## src/rtl/mips_cpu_bus_pkg.sv

```systemverilog
// Shared types for the mips_cpu_bus arbiter: FSM states, client IDs, full byte mask.
package mips_cpu_bus_pkg;

  typedef enum logic [1:0] {
    IDLE,
    ACCESS,
    RESP,
    DONE
  } state_e;

  typedef enum logic {
    CLIENT_F,
    CLIENT_D
  } client_e;

  localparam logic [3:0] BE_ALL = 4'b1111;

endpackage

```

## src/rtl/mips_cpu_bus_arb_pick.sv

```systemverilog
// Combinational winner select between fetch (F) and data (D) requesters.
// Define MIPS_BUS_ARB_RR_EN for round-robin; otherwise D has fixed priority over F.
module mips_cpu_bus_arb_pick
  import mips_cpu_bus_pkg::*;
(
  input  logic    f_req,
  input  logic    d_req,
`ifdef MIPS_BUS_ARB_RR_EN
  input  client_e last_grant,
`endif
  output client_e winner
);

  always_comb begin
`ifdef MIPS_BUS_ARB_RR_EN
    // On a tie, the client that was not granted last time wins.
    if (f_req && d_req) begin
      winner = (last_grant == CLIENT_D) ? CLIENT_F : CLIENT_D;
    end else begin
      winner = (f_req && !d_req) ? CLIENT_F : CLIENT_D;
    end
`else
    winner = (f_req && !d_req) ? CLIENT_F : CLIENT_D;
`endif
  end

endmodule

```

## src/rtl/mips_cpu_bus_arbiter.sv

```systemverilog
// Shares one Avalon-MM master between instruction fetch (F) and load/store (D).
// Define MIPS_BUS_ARB_RR_EN for round-robin arbitration; default is fixed D-over-F priority.
module mips_cpu_bus_arbiter
  import mips_cpu_bus_pkg::*;
#(
  parameter int ADDR_W = 32,
  parameter int DATA_W = 32
) (
  input  logic                clk,
  input  logic                reset,
  input  logic                f_req,
  input  logic [ADDR_W-1:0]   f_addr,
  output logic                f_ack,
  output logic [DATA_W-1:0]   f_rdata,
  input  logic                d_req,
  input  logic                d_we,
  input  logic [ADDR_W-1:0]   d_addr,
  input  logic [DATA_W-1:0]   d_wdata,
  input  logic [DATA_W/8-1:0] d_be,
  output logic                d_ack,
  output logic [DATA_W-1:0]   d_rdata,
  output logic                busy,
  output logic [ADDR_W-1:0]   address,
  output logic                read,
  output logic                write,
  output logic [DATA_W-1:0]   writedata,
  output logic [DATA_W/8-1:0] byteenable,
  input  logic                waitrequest,
  input  logic [DATA_W-1:0]   readdata
);

  localparam int BE_W = DATA_W / 8;
  localparam logic [ADDR_W-1:0] ALIGN_MASK = ~ADDR_W'(3);

  state_e            state_q, state_d;
  client_e           winner_q, winner_d;
  client_e           pick;
  logic [ADDR_W-1:0] address_q, address_d;
  logic [DATA_W-1:0] writedata_q, writedata_d;
  logic [BE_W-1:0]   byteenable_q, byteenable_d;
  logic              read_q, read_d;
  logic              write_q, write_d;
  logic              f_ack_q, f_ack_d;
  logic              d_ack_q, d_ack_d;
  logic [DATA_W-1:0] f_rdata_q, f_rdata_d;
  logic [DATA_W-1:0] d_rdata_q, d_rdata_d;
  logic              busy_q, busy_d;

`ifdef MIPS_BUS_ARB_RR_EN
  client_e last_grant_q, last_grant_d;

  assign last_grant_d = (state_q == IDLE && (f_req || d_req)) ? pick : last_grant_q;

  always_ff @(posedge clk) begin
    if (reset) begin
      last_grant_q <= CLIENT_D;
    end else begin
      last_grant_q <= last_grant_d;
    end
  end

  mips_cpu_bus_arb_pick u_pick (
    .f_req      (f_req),
    .d_req      (d_req),
    .last_grant (last_grant_q),
    .winner     (pick)
  );
`else
  mips_cpu_bus_arb_pick u_pick (
    .f_req  (f_req),
    .d_req  (d_req),
    .winner (pick)
  );
`endif

  always_comb begin
    state_d      = state_q;
    winner_d     = winner_q;
    address_d    = address_q;
    writedata_d  = writedata_q;
    byteenable_d = byteenable_q;
    read_d       = read_q;
    write_d      = write_q;
    f_rdata_d    = f_rdata_q;
    d_rdata_d    = d_rdata_q;
    f_ack_d      = 1'b0;
    d_ack_d      = 1'b0;

    case (state_q)
      IDLE: begin
        if (f_req || d_req) begin
          winner_d = pick;
          state_d  = ACCESS;
          if (pick == CLIENT_D) begin
            address_d    = d_addr & ALIGN_MASK;
            writedata_d  = d_wdata;
            byteenable_d = d_be;
            read_d       = !d_we;
            write_d      = d_we;
          end else begin
            address_d    = f_addr & ALIGN_MASK;
            byteenable_d = BE_ALL;
            read_d       = 1'b1;
            write_d      = 1'b0;
          end
        end
      end
      ACCESS: begin
        // Bus registers stay frozen until the slave stops stalling.
        if (!waitrequest) begin
          read_d  = 1'b0;
          write_d = 1'b0;
          if (read_q) begin
            state_d = RESP;
          end else begin
            state_d = DONE;
            f_ack_d = (winner_q == CLIENT_F);
            d_ack_d = (winner_q == CLIENT_D);
          end
        end
      end
      RESP: begin
        state_d = DONE;
        if (winner_q == CLIENT_D) begin
          d_rdata_d = readdata;
        end else begin
          f_rdata_d = readdata;
        end
        f_ack_d = (winner_q == CLIENT_F);
        d_ack_d = (winner_q == CLIENT_D);
      end
      DONE: begin
        state_d = IDLE;
      end
      default: begin
        state_d = IDLE;
      end
    endcase

    busy_d = (state_d != IDLE);
  end

  always_ff @(posedge clk) begin
    if (reset) begin
      state_q      <= IDLE;
      winner_q     <= CLIENT_F;
      address_q    <= '0;
      writedata_q  <= '0;
      byteenable_q <= '0;
      read_q       <= 1'b0;
      write_q      <= 1'b0;
      f_ack_q      <= 1'b0;
      d_ack_q      <= 1'b0;
      f_rdata_q    <= '0;
      d_rdata_q    <= '0;
      busy_q       <= 1'b0;
    end else begin
      state_q      <= state_d;
      winner_q     <= winner_d;
      address_q    <= address_d;
      writedata_q  <= writedata_d;
      byteenable_q <= byteenable_d;
      read_q       <= read_d;
      write_q      <= write_d;
      f_ack_q      <= f_ack_d;
      d_ack_q      <= d_ack_d;
      f_rdata_q    <= f_rdata_d;
      d_rdata_q    <= d_rdata_d;
      busy_q       <= busy_d;
    end
  end

  assign address    = address_q;
  assign writedata  = writedata_q;
  assign byteenable = byteenable_q;
  assign read       = read_q;
  assign write      = write_q;
  assign f_ack      = f_ack_q;
  assign d_ack      = d_ack_q;
  assign f_rdata    = f_rdata_q;
  assign d_rdata    = d_rdata_q;
  assign busy       = busy_q;

endmodule

```

## config.mk

```make
export PLATFORM = sky130hd
export DESIGN_NAME = mips_cpu_bus_arbiter
export DESIGN_NICKNAME = d
export VERILOG_FILES = /design/src/rtl/mips_cpu_bus_pkg.sv /design/src/rtl/mips_cpu_bus_arb_pick.sv /design/src/rtl/mips_cpu_bus_arbiter.sv
export SDC_FILE = /design/constraint.sdc
export NUM_CORES = 1
export LEC_CHECK = 0
export BUFFER_PORTS_ARGS = -buffer_cell sky130_fd_sc_hd__buf_2
export CAP_MARGIN = 20
export CORE_MARGIN = 2
export CORE_UTILIZATION = 40
export CTS_CLUSTER_SIZE = 25
export DETAILED_ROUTE_END_ITERATION = 7
export HOLD_SLACK_MARGIN = 0.02
export PLACE_DENSITY = 0.84
export SLEW_MARGIN = 0
export SYNTH_ARGS = -nofsm -noshare
export SYNTH_HDL_FRONTEND = slang
export SYNTH_SLANG_ARGS = --single-unit
```

## constraint.sdc

```tcl
create_clock -name clk -period 4.3 [get_ports clk]
set_input_delay 0.215 -clock clk [delete_from_list [all_inputs] [get_ports clk]]
set_output_delay 0.215 -clock clk [all_outputs]
set_load 0.02 [all_outputs]
```

# After elaboration in Yosys (flattened, before gate mapping)
# Cells that the tools add are included.
[word_totals]
reg_bits = 140
in_bits = 138
wordCells = 51
[classes]
eq_ne = 5
mux = 20
bitwise_logic = 2
n_reduce_logical = 12
[op_table]
columns = ["cell", "count"]
rows = [
  ["$mux 32", 1],
  ["$mux 1", 11],
  ["$pmux 1 s2", 4],
  ["$pmux 2 s4", 1],
  ["$reduce_and 2->1", 3],
  ["$reduce_and 3->1", 2],
  ["$eq 2x2->1 const B", 2],
  ["$mux 2", 2],
  ["$mux 4", 1],
  ["$ne 2x2->1 const B", 2],
  ["$reduce_bool 2->1", 2],
  ["$eq 2x1->1 const B", 1],
  ["$logic_not 1->1", 2],
  ["$logic_not 2->1", 1],
  ["$not 1->1", 2],
  ["$logic_and 1x1->1", 1],
  ["$logic_or 1x1->1", 1],
]

# Depth between registers and ports, before layout
[logic_depth]
word_depth = 5
depth_mapped = 7
mapped_depth_nobuf = 6

# Hierarchy
# A second synthesis with hierarchy kept.
[hier_totals]
cells_unflattened = 617
hier_area_um2 = 5262.5
[by_module_without_submodules]
columns = ["module", "n_inst", "cells_each", "area_per_inst_um2", "seq_area_each_um2"]
rows = [
  ["mips_cpu_bus_arbiter", 1, 616, 5256.3, 2762.6],
  ["mips_cpu_bus_arb_pick", 1, 1, 6.3, 0.0],
]

# Worst setup path after synthesis
# Ideal clock, no wire load.
[synth_path]
path_kind = "reg2reg"
from = "reg state_q[0]"
to = "reg busy_q, in the netlist busy"
setup_ps = 132
arrival_time_ps = 1380
required_time_ps = 4168
path_slack_ps = 2788
stages_incl_launch_ff = 7
n_path_buf = 0
cell_sequence = "dfxtp_1 inv_1 ha_1 or2_2 a211o_1 o221ai_1 a21oi_1"
[synth_between]
elab_chain_len = 3
[synth_rtl]
columns = ["element", "line_no", "rtl"]
rows = [
  ["from (decl)", "mips_cpu_bus_arbiter.sv:35", "state_e state_q, state_d;"],
  ["from (signal assigned)", "mips_cpu_bus_arbiter.sv:158", "state_q <= state_d;"],
  ["$eq 2x2->1, or another cell as far along", "mips_cpu_bus_arbiter.sv:89", "case (state_q)"],
  ["$pmux 2 s4 *", "mips_cpu_bus_arbiter.sv:89", ""],
  ["$reduce_bool 2->1 *", "mips_cpu_bus_arbiter.sv:140", "busy_d = (state_d != IDLE);"],
  ["to (signal assigned)", "mips_cpu_bus_arbiter.sv:169", "busy_q <= busy_d;"],
  ["to (decl)", "mips_cpu_bus_arbiter.sv:47", "logic busy_q, busy_d;"],
]
# Every way passes the cells marked *; elsewhere a longest branch is shown, timed or not.
# A chain may end at the register's enable or synchronous reset.

# Worst setup path after layout
[layout_path]
from = "reg state_q[0]"
to = "reg writedata_q[15], in the netlist writedata[15]"
[layout_between]
elab_chain_len = 2
[layout_rtl]
columns = ["element", "line_no", "rtl"]
rows = [
  ["$logic_not 2->1", "mips_cpu_bus_arbiter.sv:89", ""],
  ["$reduce_and 3->1 (no source line)", "n/a", ""],
  ["to (signal assigned)", "mips_cpu_bus_arbiter.sv:161", "writedata_q <= writedata_d;"],
  ["to (decl)", "mips_cpu_bus_arbiter.sv:39", "logic [DATA_W-1:0] writedata_q, writedata_d;"],
]
# Every way passes these cells.

==> flow_summary_export.csv <==
group,metric,value,unit
status,status,"complete, no violations",
critical_path,crit_path_max_fanout,17,
drt,routed_wl,13900,um
placement,place_ws,2210,ps
drt,met1_length,5760,um
clock_network,clock_latency,410,ps
clock_network,cts_setup_buffers,0,
yosys,synthCells,617,
critical_path,path_class,"register to register",
clock_network,hold_buffers,0,
sta,period_minus_slack,1860,ps
die,die_x,118,um
critical_path,ff2ff_path_depth,6,
die,dieArea,13800,sq um
die,dieHeight,118,um
power_and_ir_drop,p_int,2.61,mW
yosys,synth_area_per_cell,8.38,sq um
sta,setup_slack,2440,ps
critical_path,worstPathArrival,2180,ps
die,num_rows,41,
power_and_ir_drop,ir_worst_vdd,298,uV
clock_network,cts_root_buf,"clkbuf_16",
yosys,ys_types,28,
placement,portBuffers,268,
sta,finalSetupViolCount,0,
clock_network,cts_tree,"done",
power_and_ir_drop,sequentialPowerShare,40.1,%
sta,tightest_slew,881,ps
critical_path,start_kind,"register",
cells_and_area,layout.nets,1008,
die,ios,275,
sta,fmax,0.539,GHz
die,initial_core_util,41.0,%
sta,relSlewSlack,41.3,%
yosys,synth_fa_ha_area_share,0.726,%
yosys,yosys.area_share.simple,19.2,%
yosys,syn_area,5170,sq um
grt,grt_start_max_net_pins,86,
drt,drc,0,
cells_and_area,final_common_cell,"buf_2",
power_and_ir_drop,clockPowerShare,40.0,%
drt,wl_met2,6810,um
drt,viasPerCell,4.80,
yosys,synth_top_family_by_area,"simple AND/OR/NAND/NOR gates",
min_path,min_delay_path_depth,3,
clock_network,cts_max_level,4,
drt,drt_iter0_drc,333,
drt,ant_nets,0,
clock_network,cts.sinks,138,
drt,met3_length,1040,um
power_and_ir_drop,power_density,505,nW/um^2
yosys,muxShareOfSynthArea,5.81,%
cells_and_area,layout.cells.non_filler,1053,
clock_network,ctsResizeCount,0,
grt,track_usage,19.8,%
placement,globalplace.congestion,0.790,
power_and_ir_drop,power_frac_comb,20.0,%
yosys,yosysTopAreaCell,"dfxtp_1",
sta,hold_viol_final,0,
yosys,synth_xor_area_share,0,%
grt,grt_pass1_vias,4732,
sta,slew_violations,0,
sta,final.setup_skew,4.12,ps
grt,antenna_found_initial,1,
power_and_ir_drop,p_switching,1.03,mW
clock_network,numCtsBuffers,17,
yosys,ys_seq_elements,138,
drt,routedWlPerCell,13.2,um
yosys,yosysWarningCount,0,
clock_network,clkTransAtPathRegs,60,ps
clock_network,cts_max_path_buffers,2,
sta,period_share,43.2,%
flow_run,max_cap_violations,0,
placement,place_inst,1017,
power_and_ir_drop,p_leak,3.32,nW
grt,gr-total-overflow,0,
placement,dp_hpwl,9750,um
cells_and_area,synthToLayoutAreaGrowth,39.5,%
yosys,synth_compound_area_share,15.2,%
die,core_area,12600,sq um
drt,drt_pass1_iterations,4,
yosys,yosys-top-cells-area,"dfxtp_1 53%, nand2_1 14%, a21oi_1 9.8%",
drt,top_layer_used,"met5",
grt,grt_pass1_wl,22200,um
critical_path,required,4620,ps
yosys,ys_seq_area_share,53.4,%
cells_and_area,drive_gt1_share,35.1,%
sta,rsz0062_at_grt,"false",
critical_path,end_kind,"register",
min_path,min_path_type,"input pin to register",
power_and_ir_drop,swShare,28.2,%
cells_and_area,final_cell_mix,"267 x buf_2, 197 x nand2_1, 138 x dfxtp_1",
sta,tns,0,ps
drt,num_vias,5052,
yosys,yosys.area.top_type_share,53.4,%
-- state kept, by name, summed over array words and instances (netlist names) --
name        count
address        30
f_rdata        32
d_ack           1
busy            1
d_rdata        32
read            1
winner_q        1
f_ack           1
write           1
writedata      32
state_q         2
byteenable      4
-- cells in the mapped netlist --
library cell / count
nor2_1: 48
a211oi_1: 30
o221ai_1: 2
nor3_1: 4
nand2b_1: 2
buf_1: 5
a211o_1: 1
clkbuf_1: 17
and2_1: 1
ha_1: 3
o211ai_1: 1
a21oi_1: 101
nor2b_2: 1
buf_12: 3
mux2i_1: 30
buf_6: 1
buf_2: 15
dfxtp_1: 138
inv_1: 4
or3b_2: 1
buf_4: 6
a22oi_1: 1
nand2_1: 197
o21a_1: 1
o21ai_0: 1
or2_2: 1
conb_1: 1
or3b_1: 1
-- critical path, cell delays in order, from the launching register on --
cell and delay (ps):
dfxtp_1 330, inv_1 90, ha_1 290, and2_1 600, buf_8 240, nand2_1 70, a21oi_1 140
-- logic make-up (layout without fill, tap and decap cells) --
logic type	Yosys count	after routing
and+or+nand+nor	256	256
AOI/OAI and AO/OA	138	138
DFF	138	138
buffers and inverters	51	313
muxes	30	30
adders and majority gates	3	3
other	1	3
-- power by group through the flow --
stage               logic [mW]  clock network (mW)  registers, mW
floorplan                0.328                   0           1.63
global placement         0.683                   0           1.48
detailed placement       0.712                   0           1.48
CTS                      0.713                1.48           1.46
global route             0.801                1.53           1.47
finish                   0.726                1.46           1.46
-- area by class of cell --
type	instances	area, sq um
Fill cell	1159	5410
Sequential cell	138	2760
Multi-Input combinational cell	429	2130
Timing Repair Buffer	277	1490
Clock buffer	25	475
Tap cell	172	215
Clock inverter	7	114
Inverter	4	15.0
Antenna cell	1	2.50
-- final timing paths --
path,from,end,slack (ps)
max,state_q[0],writedata[15],2440
min,d_wdata[19],writedata[19],40
max reg2reg,state_q[0],writedata[15],2440
min reg2reg,d_rdata[12],d_rdata[12],450
-- metrics by stage --
stage / hold slack, ps / util [%] / cell area, sq um / total power [mW]
floorplan: 351 / - / 5170 / 1.96
global placement: 439 / 51.5 / 6500 / 2.16
detailed placement: 443 / 51.9 / 6550 / 2.20
CTS: 20.6 / 56.6 / 7140 / 3.65
global route: 31.5 / 57.1 / 7210 / 3.81
finish: 38.9 / 57.1 / 7210 / 3.64
-- per-layer routing --
metal	track usage, %	vias up
met1	22.5	2285
met4	7.23	2
met2	34.5	203
li1	-	2541
met3	6.44	21
met5	0	-
Power figures use the tool's default switching activity.
